### src/rtl/comp_minmax_tracker_pkg.sv
// Shared types for the comparator-driven min/max tracker: compare flags,
// tracker FSM states and the unsigned compare helper.
package comp_pkg;

  localparam int unsigned CMP_W = 8;

  typedef struct packed {
    logic gt;
    logic eq;
    logic lt;
  } cmp_flags_t;

  typedef enum logic {
    ACC  = 1'b0,
    HOLD = 1'b1
  } state_t;

  function automatic cmp_flags_t cmp_unsigned(input logic [CMP_W-1:0] a,
                                              input logic [CMP_W-1:0] b);
    cmp_flags_t f;
    f.gt = (a > b);
    f.eq = (a == b);
    f.lt = (a < b);
    return f;
  endfunction

endpackage

### src/rtl/comp_minmax_tracker_if.sv
// Sample-in / result-out handshake bundle for comp_minmax_tracker.
interface comp_minmax_tracker_if #(
  parameter  int unsigned FRAME_LEN = 16,
  localparam int unsigned IDX_W     = $clog2(FRAME_LEN)
);
  import comp_pkg::*;

  logic             in_valid;
  logic             in_ready;
  logic [CMP_W-1:0] in_data;
  logic             clr;
  logic             out_valid;
  logic             out_ready;
  logic [CMP_W-1:0] out_max;
  logic [CMP_W-1:0] out_min;
  logic [IDX_W-1:0] out_max_idx;
  logic [IDX_W:0]   out_max_cnt;

  modport master (
    output in_valid, in_data, clr, out_ready,
    input  in_ready, out_valid, out_max, out_min, out_max_idx, out_max_cnt
  );

  modport slave (
    input  in_valid, in_data, clr, out_ready,
    output in_ready, out_valid, out_max, out_min, out_max_idx, out_max_cnt
  );

endinterface

### src/rtl/comp_minmax_tracker_cmp8.sv
// Combinational 8-bit unsigned magnitude compare producing gt/eq/lt flags.
module cmp8_flags
  import comp_pkg::*;
(
  input  logic [CMP_W-1:0] a,
  input  logic [CMP_W-1:0] b,
  output cmp_flags_t       flags
);

  assign flags = cmp_unsigned(a, b);

endmodule

### src/rtl/comp_minmax_tracker.sv
// Per-frame streaming max/min tracker: accumulates FRAME_LEN samples, then
// holds max, min, first-max index and max count until the consumer accepts.
module comp_minmax_tracker
  import comp_pkg::*;
#(
  parameter int unsigned FRAME_LEN = 16
) (
  input logic                  clk,
  input logic                  rst_n,
  comp_minmax_tracker_if.slave bus
);

  localparam int unsigned IDX_W = $clog2(FRAME_LEN);
  localparam logic [IDX_W-1:0] LAST_IDX = IDX_W'(FRAME_LEN - 1);

  state_t           state_q, state_d;
  logic [IDX_W-1:0] idx_q, idx_d;
  logic [CMP_W-1:0] max_q, max_d;
  logic [CMP_W-1:0] min_q, min_d;
  logic [IDX_W-1:0] max_idx_q, max_idx_d;
  logic [IDX_W:0]   cnt_q, cnt_d;
  logic             in_ready;
  logic             out_valid;
  logic             accept;
  cmp_flags_t       vs_max;
  cmp_flags_t       vs_min;

  cmp8_flags u_cmp_max (
    .a     (bus.in_data),
    .b     (max_q),
    .flags (vs_max)
  );

  cmp8_flags u_cmp_min (
    .a     (bus.in_data),
    .b     (min_q),
    .flags (vs_min)
  );

  always_comb begin
    state_d   = state_q;
    idx_d     = idx_q;
    max_d     = max_q;
    min_d     = min_q;
    max_idx_d = max_idx_q;
    cnt_d     = cnt_q;
    in_ready  = 1'b0;
    out_valid = 1'b0;
    accept    = 1'b0;

    case (state_q)
      ACC: begin
        // clr blocks acceptance so the aborted frame cannot absorb this sample
        in_ready = !bus.clr;
        accept   = bus.in_valid && in_ready;
        if (bus.clr) begin
          idx_d = '0;
        end else if (accept) begin
          if (idx_q == '0) begin
            max_d     = bus.in_data;
            min_d     = bus.in_data;
            max_idx_d = '0;
            cnt_d     = {{IDX_W{1'b0}}, 1'b1};
          end else begin
            if (vs_max.gt) begin
              max_d     = bus.in_data;
              max_idx_d = idx_q;
              cnt_d     = {{IDX_W{1'b0}}, 1'b1};
            end else if (vs_max.eq) begin
              cnt_d = cnt_q + 1'b1;
            end
            if (vs_min.lt) begin
              min_d = bus.in_data;
            end
          end
          if (idx_q == LAST_IDX) begin
            idx_d   = '0;
            state_d = HOLD;
          end else begin
            idx_d = idx_q + 1'b1;
          end
        end
      end
      HOLD: begin
        out_valid = 1'b1;
        if (bus.out_ready) begin
          state_d = ACC;
        end
      end
      default: state_d = ACC;
    endcase
  end

  always_ff @(posedge clk) begin
    if (!rst_n) begin
      state_q   <= ACC;
      idx_q     <= '0;
      max_q     <= '0;
      min_q     <= '1;
      max_idx_q <= '0;
      cnt_q     <= '0;
    end else begin
      state_q   <= state_d;
      idx_q     <= idx_d;
      max_q     <= max_d;
      min_q     <= min_d;
      max_idx_q <= max_idx_d;
      cnt_q     <= cnt_d;
    end
  end

  assign bus.in_ready    = in_ready;
  assign bus.out_valid   = out_valid;
  assign bus.out_max     = max_q;
  assign bus.out_min     = min_q;
  assign bus.out_max_idx = max_idx_q;
  assign bus.out_max_cnt = cnt_q;

endmodule

### src/flat_wrapper.sv
// flat-port wrapper written by rule: the top's interface ports become plain ports
module comp_minmax_tracker_flat import comp_pkg::*;
#(
  parameter int unsigned FRAME_LEN = 16
)
  (clk, rst_n, bus_in_valid, bus_in_data, bus_clr, bus_out_ready, bus_in_ready, bus_out_valid, bus_out_max, bus_out_min, bus_out_max_idx, bus_out_max_cnt);
  comp_minmax_tracker_if #(.FRAME_LEN(FRAME_LEN)) bus_i ();
  input logic clk;
  input logic rst_n;
  input wire logic [$bits(bus_i.in_valid)-1:0] bus_in_valid;
  input wire logic [$bits(bus_i.in_data)-1:0] bus_in_data;
  input wire logic [$bits(bus_i.clr)-1:0] bus_clr;
  input wire logic [$bits(bus_i.out_ready)-1:0] bus_out_ready;
  output wire logic [$bits(bus_i.in_ready)-1:0] bus_in_ready;
  output wire logic [$bits(bus_i.out_valid)-1:0] bus_out_valid;
  output wire logic [$bits(bus_i.out_max)-1:0] bus_out_max;
  output wire logic [$bits(bus_i.out_min)-1:0] bus_out_min;
  output wire logic [$bits(bus_i.out_max_idx)-1:0] bus_out_max_idx;
  output wire logic [$bits(bus_i.out_max_cnt)-1:0] bus_out_max_cnt;
  assign bus_i.in_valid = bus_in_valid;
  assign bus_i.in_data = bus_in_data;
  assign bus_i.clr = bus_clr;
  assign bus_i.out_ready = bus_out_ready;
  assign bus_in_ready = bus_i.in_ready;
  assign bus_out_valid = bus_i.out_valid;
  assign bus_out_max = bus_i.out_max;
  assign bus_out_min = bus_i.out_min;
  assign bus_out_max_idx = bus_i.out_max_idx;
  assign bus_out_max_cnt = bus_i.out_max_cnt;
  comp_minmax_tracker #(.FRAME_LEN(FRAME_LEN)) u_core (.clk(clk), .rst_n(rst_n), .bus(bus_i));
endmodule
### config.mk
export PLATFORM = sky130hd
export DESIGN_NAME = comp_minmax_tracker_flat
export DESIGN_NICKNAME = d
export VERILOG_FILES = /design/src/rtl/comp_minmax_tracker_pkg.sv /design/src/rtl/comp_minmax_tracker_if.sv /design/src/rtl/comp_minmax_tracker_cmp8.sv /design/src/rtl/comp_minmax_tracker.sv /design/src/flat_wrapper.sv
export SDC_FILE = /design/constraint.sdc
export NUM_CORES = 1
export LEC_CHECK = 0
export CORE_MARGIN = 5
export CORE_UTILIZATION = 45
export DETAILED_ROUTE_END_ITERATION = 16
export GPL_ROUTABILITY_DRIVEN = 0
export PLACE_DENSITY = 0.72
export SLEW_MARGIN = 5
export SYNTH_ARGS = -nofsm -noshare
export SYNTH_HDL_FRONTEND = slang
export SYNTH_SLANG_ARGS = --single-unit
### constraint.sdc
create_clock -name clk -period 1.8 [get_ports clk]
set_input_delay 0.27 -clock clk [delete_from_list [all_inputs] [get_ports clk]]
set_output_delay 0.27 -clock clk [all_outputs]
set_load 0.005 [all_outputs]
==> summary.md, run 1 <==
| Metric | Value |
|---|---|
| Portion of the post-synthesis area used by sequential elements | 33.01% |
| Pin count of the biggest net entering global routing | 36 |
| Fraction of layout instances using a drive strength above 1 | 38.35% |
| Library cell with the highest instance count after synthesis | sky130_fd_sc_hd__dfxtp_1 |
| VDD IR-drop max | 0.0005406 V |
| Hold Crit Class | reg2reg |
| Post-Route WL | 4.825 mm |
| WL per Instance | 14.67 µm |
| Setup WS post-layout | -0.01754 ns |
| Primary FF master, synth | sky130_fd_sc_hd__dfxtp_1 |
| Number of iterations in the first detailed-routing pass | 4 |
| Sequential fraction of design power | 41.9% |
| Outcome | complete, but fails checks |
| Crit path cell chain | inv_2 > ha_1 > nand4_1 > nor4_4 > buf_6 > a41oi_2 > a311oi_2 |
| Congestion Overflow GR | 0 |
| Layout Nets | 309 |
| Switching fraction of total power | 27.74% |
| Area share of the leading cell type in the synthesized netlist | 33.01% |
| Root buf cell | sky130_fd_sc_hd__clkbuf_8 |
| Number of flip-flops and latches in the synthesized netlist | 30 |
| Arrival time of data at the critical path endpoint | 2.01 ns |
| Setup violations, final | 1 |
| Clock H-tree levels | 2 |
| Vertical extent of the die | 73.58 µm |
| Remaining DRCs | 0 |
| Combinational cell fraction of total power | 25.0% |
| Fmax | 550.2 MHz |
| Synthesized cell area | 1819 µm² |
| Library cell contributing the largest single delay on the critical path | sky130_fd_sc_hd__nor4_4 |
| Core outline area | 3971 µm² |
| Largest cells by area after synthesis | sky130_fd_sc_hd__dfxtp_1 33%, sky130_fd_sc_hd__ha_1 12%, sky130_fd_sc_hd__mux2i_1 6.6%, sky130_fd_sc_hd__nand2_1 5.6%, sky130_fd_sc_hd__o211ai_2 5.5% |
| Share of flip-flops with an asynchronous set or reset | 0% |
| Worst max-slew margin expressed relative to the limit | 73.93% |
| Vias after detailed routing | 1756 |
| Routed Antenna Nets | 0 |
| Antenna violations before repair | 0 |
| Final hold vios | 0 |
| Register-to-register setup slack | -0.02 ns |
| Failing checks | negative setup slack |
| Post-route setup TNS | -0.01754 ns |
| CP max stage delay | 0.34 ns |
| Detailed router's first-iteration violation count | 82 |
| RSZ-0062 raised after global routing | true |
| Worst setup skew after layout | 0.01019 ns |
| Share of the core filled with cells in the final layout | 71.11% |
| First-pass GRT wire length | 7.417 mm |
| Tightest Pin Transition | 0.3893 ns |
| Minimum period implied by the final worst setup slack | 1.818 ns |
| Switching power | 0.0004719 W |
| EDFF count, synth | 0 |
| Critical path endpoint category | register |
| Quantity of I/O buffers inserted on ports | 39 |
| Overall track demand over capacity in global routing | 17.72% |
| Mean instance size in the synthesized netlist | 9.006 µm² |
| Via count normalized by instance count | 5.337 |
| Data required, critical path | 2.00 ns |
| Clock net sink count | 30 |
| Number of core rows | 23 |
| Area growth from synthesis to layout | 55.23% |
| Most used standard cells in the synthesized netlist | 30 x sky130_fd_sc_hd__dfxtp_1, 27 x sky130_fd_sc_hd__nand2_1, 26 x sky130_fd_sc_hd__inv_1 |
| Kind of start point of the critical path | register |
| Clock tree from TritonCTS | built |
| HPWL after detailed placement | 3.357 mm |
| Post-synthesis instance total | 202 |
| Number of distinct library cells after synthesis | 41 |
| Net Count, Synth | 233 |
| Number of top-level pins | 40 |
| Initial standard-cell utilization of the core | 45.81% |
| Portion of total power attributed to the clock network | 33.1% |
| FILL cells | 317 |
| Clock latency reported for the late side of the worst-skew pair | 0.29 ns |
| Number of maximum-capacitance violations | 0 |
| Setup Crit Path Kind | reg2reg |
| Yosys top cell by area | sky130_fd_sc_hd__dfxtp_1 |
| TritonCTS Buffers | 5 |
| CP Max Fanout | 7 |
| Warnings, synthesis | 0 |
| Total power per unit cell area | 602.5 nW/µm² |
| Horizontal die dimension | 73.58 µm |
| Die Footprint | 5414 µm² |
| Clock-pin slew reported for the worst setup and hold paths after clock tree synthesis | 0.07 ns |
| Internal power | 0.001230 W |
| Vias in the first global route | 1610 |
| Leakage dissipation | 1.186 nW |
| Final critical-path share of the clock period | 101.0% |
| Diodes inserted | 0 |
| Max-slew violations | 0 |
| Worst-case clock buffer depth | 2 |
-- cell usage in the layout, fill, tap and decap left out, drive strengths merged, types with 8 or more instances in the layout --
cell / n
a21oi: 10
buf: 35
clkdlybuf4s50: 31
dfxtp: 30
ha: 18
inv: 26
mux2i: 12
nand2: 28
nor2: 8
o211ai: 10
o21ai: 12
-- timing repair --
action | 4_1_cts | 5_1_grt
hold buffers | 0 | 0
endpoints found under the hold margin | 0 | 0
pin swaps | 7 | 18
gates cloned | 0 | 1
setup buffers | 0 | 6
resized for setup | 29 | 37
setup endpoints to repair | 25 | 25
-- power by group through the flow --
stage | combinational, W | sequential [W] | clock (W)
2_1_floorplan | 0.000186 | 0.000726 | 0
3_3_place_gp | 0.000350 | 0.000722 | 0
3_5_place_dp | 0.000359 | 0.000722 | 0
4_1_cts | 0.000378 | 0.000709 | 0.000573
5_1_grt | 0.000463 | 0.000716 | 0.000604
6_report | 0.000426 | 0.000713 | 0.000562
-- worst max-delay path, delay by kind of cell, from the launching register on --
kind / cells / cell delay [ns]
simple gates: 2 / 0.56
flops: 1 / 0.33
compound gates: 2 / 0.37
fa+ha+maj: 1 / 0.27
buf+inv: 2 / 0.20
-- layer usage --
layer | vias up | GRT usage [%] | wire [µm]
met2 | 34 | 29.23 | 2390
li1 | 870 | - | -
met4 | 0 | 4.225 | 52
met3 | 4 | 4.651 | 198
met1 | 848 | 23.01 | 2184
met5 | - | 0 | 0
-- metrics by stage --
| stage | total power [W] | instances | setup slack [ns] | cell area (µm²) | hold slack (ns) |
|---|---|---|---|---|---|
| floorplan | 0.0009122 | 202 | 0.004260 | 1821 | 0.4121 |
| global placement | 0.001072 | 314 | -0.5018 | 2466 | 0.4420 |
| detailed placement | 0.001081 | 314 | -0.5353 | 2466 | 0.4583 |
| CTS | 0.001660 | 322 | 0.005213 | 2640 | 0.4463 |
| global route | 0.001783 | 329 | -0.08546 | 2824 | 0.4782 |
| finish | 0.001701 | 329 | -0.01754 | 2824 | 0.4627 |
-- worst paths after layout --
kind | start | to | depth (start not counted)
setup / recovery | u_core.bus.out_max[4] | u_core.bus.out_max_cnt[4] | 7
hold / removal | u_core.bus.out_max_idx[3] | u_core.bus.out_max_idx[3] | 2
setup reg to reg | u_core.bus.out_max[4] | u_core.bus.out_max_cnt[4] | 7
hold reg to reg | u_core.bus.out_max_idx[3] | u_core.bus.out_max_idx[3] | 2
-- cell type report --
cell class	instances	area, µm²	area share (%)
multi-input cells	141	1296	45.90
well taps	50	62.56	2.215
flip-flops and latches	30	611.8	21.67
inverters	26	97.59	3.456
clock buffers	7	86.33	3.057
clock inverters	1	5.005	0.1772
repair buffers	74	664.4	23.53
-- cells by family (layout without fill, tap and decap cells) --
kind of cell,Yosys count,in the layout,synth area share (%)
AND/OR/NAND/NOR,58,58,17.26
buffers and inverters,32,108,7.427
AO/OA/AOI/OAI,52,53,23.32
adder cells (fa/ha/maj),18,18,12.38
flip-flops,30,30,33.01
multiplexers,12,12,6.603
-- registers in the layout, summed over array words and instances, names as in the netlist --
register / cells
u_core.bus.out_max_cnt: 5
u_core.bus.out_max: 8
u_core.bus.out_max_idx: 4
u_core.idx_q: 4
u_core.state_q: 1
u_core.bus.out_min: 8
Note: power is estimated with default switching activity, not from simulation.
==> inputs of run 2 (changes only) <==
--- a/config.mk
+++ b/config.mk
@@ -5,7 +5,7 @@
 export SDC_FILE = /design/constraint.sdc
 export NUM_CORES = 1
 export LEC_CHECK = 0
-export CORE_MARGIN = 5
+export ABC_CLOCK_PERIOD_IN_PS = 1800
 export CORE_UTILIZATION = 45
 export DETAILED_ROUTE_END_ITERATION = 16
 export GPL_ROUTABILITY_DRIVEN = 0
==> summary.md, run 2 (synthesized netlist as in run 1, its figures left out) <==
| Metric | Value |
|---|---|
| Outcome | complete, but fails checks |
| Failing checks | negative setup slack |
| Tightest Pin Transition | 0.3524 ns |
| Internal power | 0.001216 W |
| Vias after detailed routing | 1821 |
| Area growth from synthesis to layout | 60.87% |
| Worst hold-check slack | 0.4622 ns |
| Fraction of layout instances using a drive strength above 1 | 39.93% |
| Routed Antenna Nets | 0 |
| Combinational cell fraction of total power | 28.2% |
| Sequential fraction of design power | 41.9% |
| Total power per unit cell area | 583.4 nW/µm² |
| Share of the core filled with cells in the final layout | 77.60% |
| CP Max Fanout | 6 |
| Detailed router's first-iteration violation count | 143 |
| Worst max-slew margin expressed relative to the limit | 76.20% |
| Quantity of I/O buffers inserted on ports | 39 |
| Arrival time of data at the critical path endpoint | 2.06 ns |
| Vias in the first global route | 1658 |
| Cell Count, Final, Fillers Out | 336 |
| Die Footprint | 4301 µm² |
| VDD IR-drop max | 0.0005510 V |
| Portion of total power attributed to the clock network | 29.9% |
| Initial standard-cell utilization of the core | 48.24% |
| Pin count of the biggest net entering global routing | 20 |
| Number of iterations in the first detailed-routing pass | 4 |
| Layout Nets | 319 |
| Clock latency reported for the late side of the worst-skew pair | 0.28 ns |
| Setup Crit Path Kind | reg2reg |
| Commonest cells after routing, fill and taps aside | 41 x sky130_fd_sc_hd__buf_4, 31 x sky130_fd_sc_hd__clkdlybuf4s50_1, 26 x sky130_fd_sc_hd__nand2_1 |
| Clock tree from TritonCTS | built |
| RSZ-0062 raised after global routing | true |
| Clock H-tree levels | 2 |
| Post-Route WL | 5.549 mm |
| WL per Instance | 16.51 µm |
| Crit path top cell by count | sky130_fd_sc_hd__buf_4 |
| Post-route standard cell area excluding fillers | 2927 µm² |
| Switching fraction of total power | 28.77% |
| FILL cells | 230 |
| Fmax | 534.9 MHz |
| Clock net sink count | 30 |
| Worst setup skew after layout | 0.002889 ns |
| Critical path endpoint category | register |
| Clock-pin slew reported for the worst setup and hold paths after clock tree synthesis | 0.06 ns |
| Horizontal die dimension | 65.58 µm |
| First-pass GRT wire length | 7.527 mm |
| Kind of start point of the critical path | register |
| Hold Crit Class | reg2reg |
| TritonCTS Buffers | 5 |
| Buffers & Inverters on Critical Path | 3 |
| Congestion Overflow GR | 0 |
| Remaining DRCs | 0 |
| Crit path cell chain | inv_2 > ha_4 > nand4_1 > buf_4 > buf_4 > nor3_2 > nor2_2 > o21a_4 > mux2i_1 |
| Root buf cell | sky130_fd_sc_hd__clkbuf_8 |
| Vertical extent of the die | 65.58 µm |
| Via count normalized by instance count | 5.420 |
| Hold Buf Count CTS | 0 |
| Final critical-path share of the clock period | 103.9% |
| Max-slew violations | 0 |
| Leakage dissipation | 1.213 nW |
| CP max stage delay | 0.36 ns |
| Overall track demand over capacity in global routing | 23.18% |
| Leading cell type in the layout, fill and taps excluded | sky130_fd_sc_hd__buf_4 |
| Data required, critical path | 1.99 ns |
| Post-detailed-placement cell area | 2504 µm² |
| Minimum period implied by the final worst setup slack | 1.869 ns |
| Register-to-register setup slack | -0.07 ns |
| Antenna violations before repair | 0 |
| Number of top-level pins | 40 |
| Final hold vios | 0 |
| HPWL after detailed placement | 3.096 mm |
| Library cell contributing the largest single delay on the critical path | sky130_fd_sc_hd__dfxtp_2 |
| Diodes inserted | 0 |
| Core outline area | 3771 µm² |
| Switching power | 0.0004912 W |
| Number of cells in the design after placement | 319 |
| Family with the most delay on the worst path | simple AND/OR/NAND/NOR gates |
| Number of core rows | 22 |
| Setup WS post-layout | -0.06939 ns |
| Number of maximum-capacitance violations | 0 |
| Worst-case clock buffer depth | 2 |
| Setup violations, final | 12 |
-- run 2: tightest hold or removal path, cell delays in order, from the launching register on --
cell and delay (ns):
sky130_fd_sc_hd__dfxtp_1 0.31, sky130_fd_sc_hd__nand2_1 0.05, sky130_fd_sc_hd__mux2i_1 0.05
-- run 2: area by class of cell --
type / count / area, µm² / area share [%]
multi-input combinational: 141 / 1350 / 46.13
clock buffer: 7 / 76.32 / 2.608
inverter: 26 / 97.59 / 3.335
sequential: 30 / 609.3 / 20.82
tap: 48 / 60.06 / 2.052
timing repair buffer: 84 / 733.2 / 25.05
-- run 2: layer usage --
metal | share of wire (%) | GRT usage, %
met3 | 4.7 | 4.340
met2 | 52 | 36.86
met1 | 41 | 30.20
met4 | 2.6 | 10.33
met5 | 0 | 0
-- run 2: final timing paths --
check	from	end	depth (start not counted)
max	u_core.bus.out_max[5]	u_core.bus.out_max[4]	9
min	u_core.bus.out_max_idx[2]	u_core.bus.out_max_idx[2]	2
max reg2reg	u_core.bus.out_max[5]	u_core.bus.out_max[4]	9
min reg2reg	u_core.bus.out_max_idx[2]	u_core.bus.out_max_idx[2]	2
-- run 2: power by group through the flow --
stage / clock network, W / registers [W] / logic (W)
6_report: 0.000510 / 0.000715 / 0.000482
3_3_place_gp: 0 / 0.000723 / 0.000361
3_5_place_dp: 0 / 0.000723 / 0.000366
4_1_cts: 0.000515 / 0.000710 / 0.000398
5_1_grt: 0.000551 / 0.000717 / 0.000514
2_1_floorplan: 0 / 0.000726 / 0.000186
-- run 2: per-stage QoR --
step	setup WS [ns]	total power (W)	TNS, ns
after CTS	0.001402	0.001623	0
after floorplan	0.004260	0.0009122	0
after global placement	-0.5307	0.001084	-12.07
after global routing	-0.1101	0.001783	-1.564
after detailed placement	-0.5053	0.001088	-11.65
final	-0.06939	0.001707	-0.3081
-- run 2: what timing repair did --
action	in CTS	in global routing
endpoints found under the hold margin	0	0
gates resized for setup	31	39
gates cloned	1	0
setup buffers	3	7
pin swaps	12	19
setup endpoints to repair	25	25
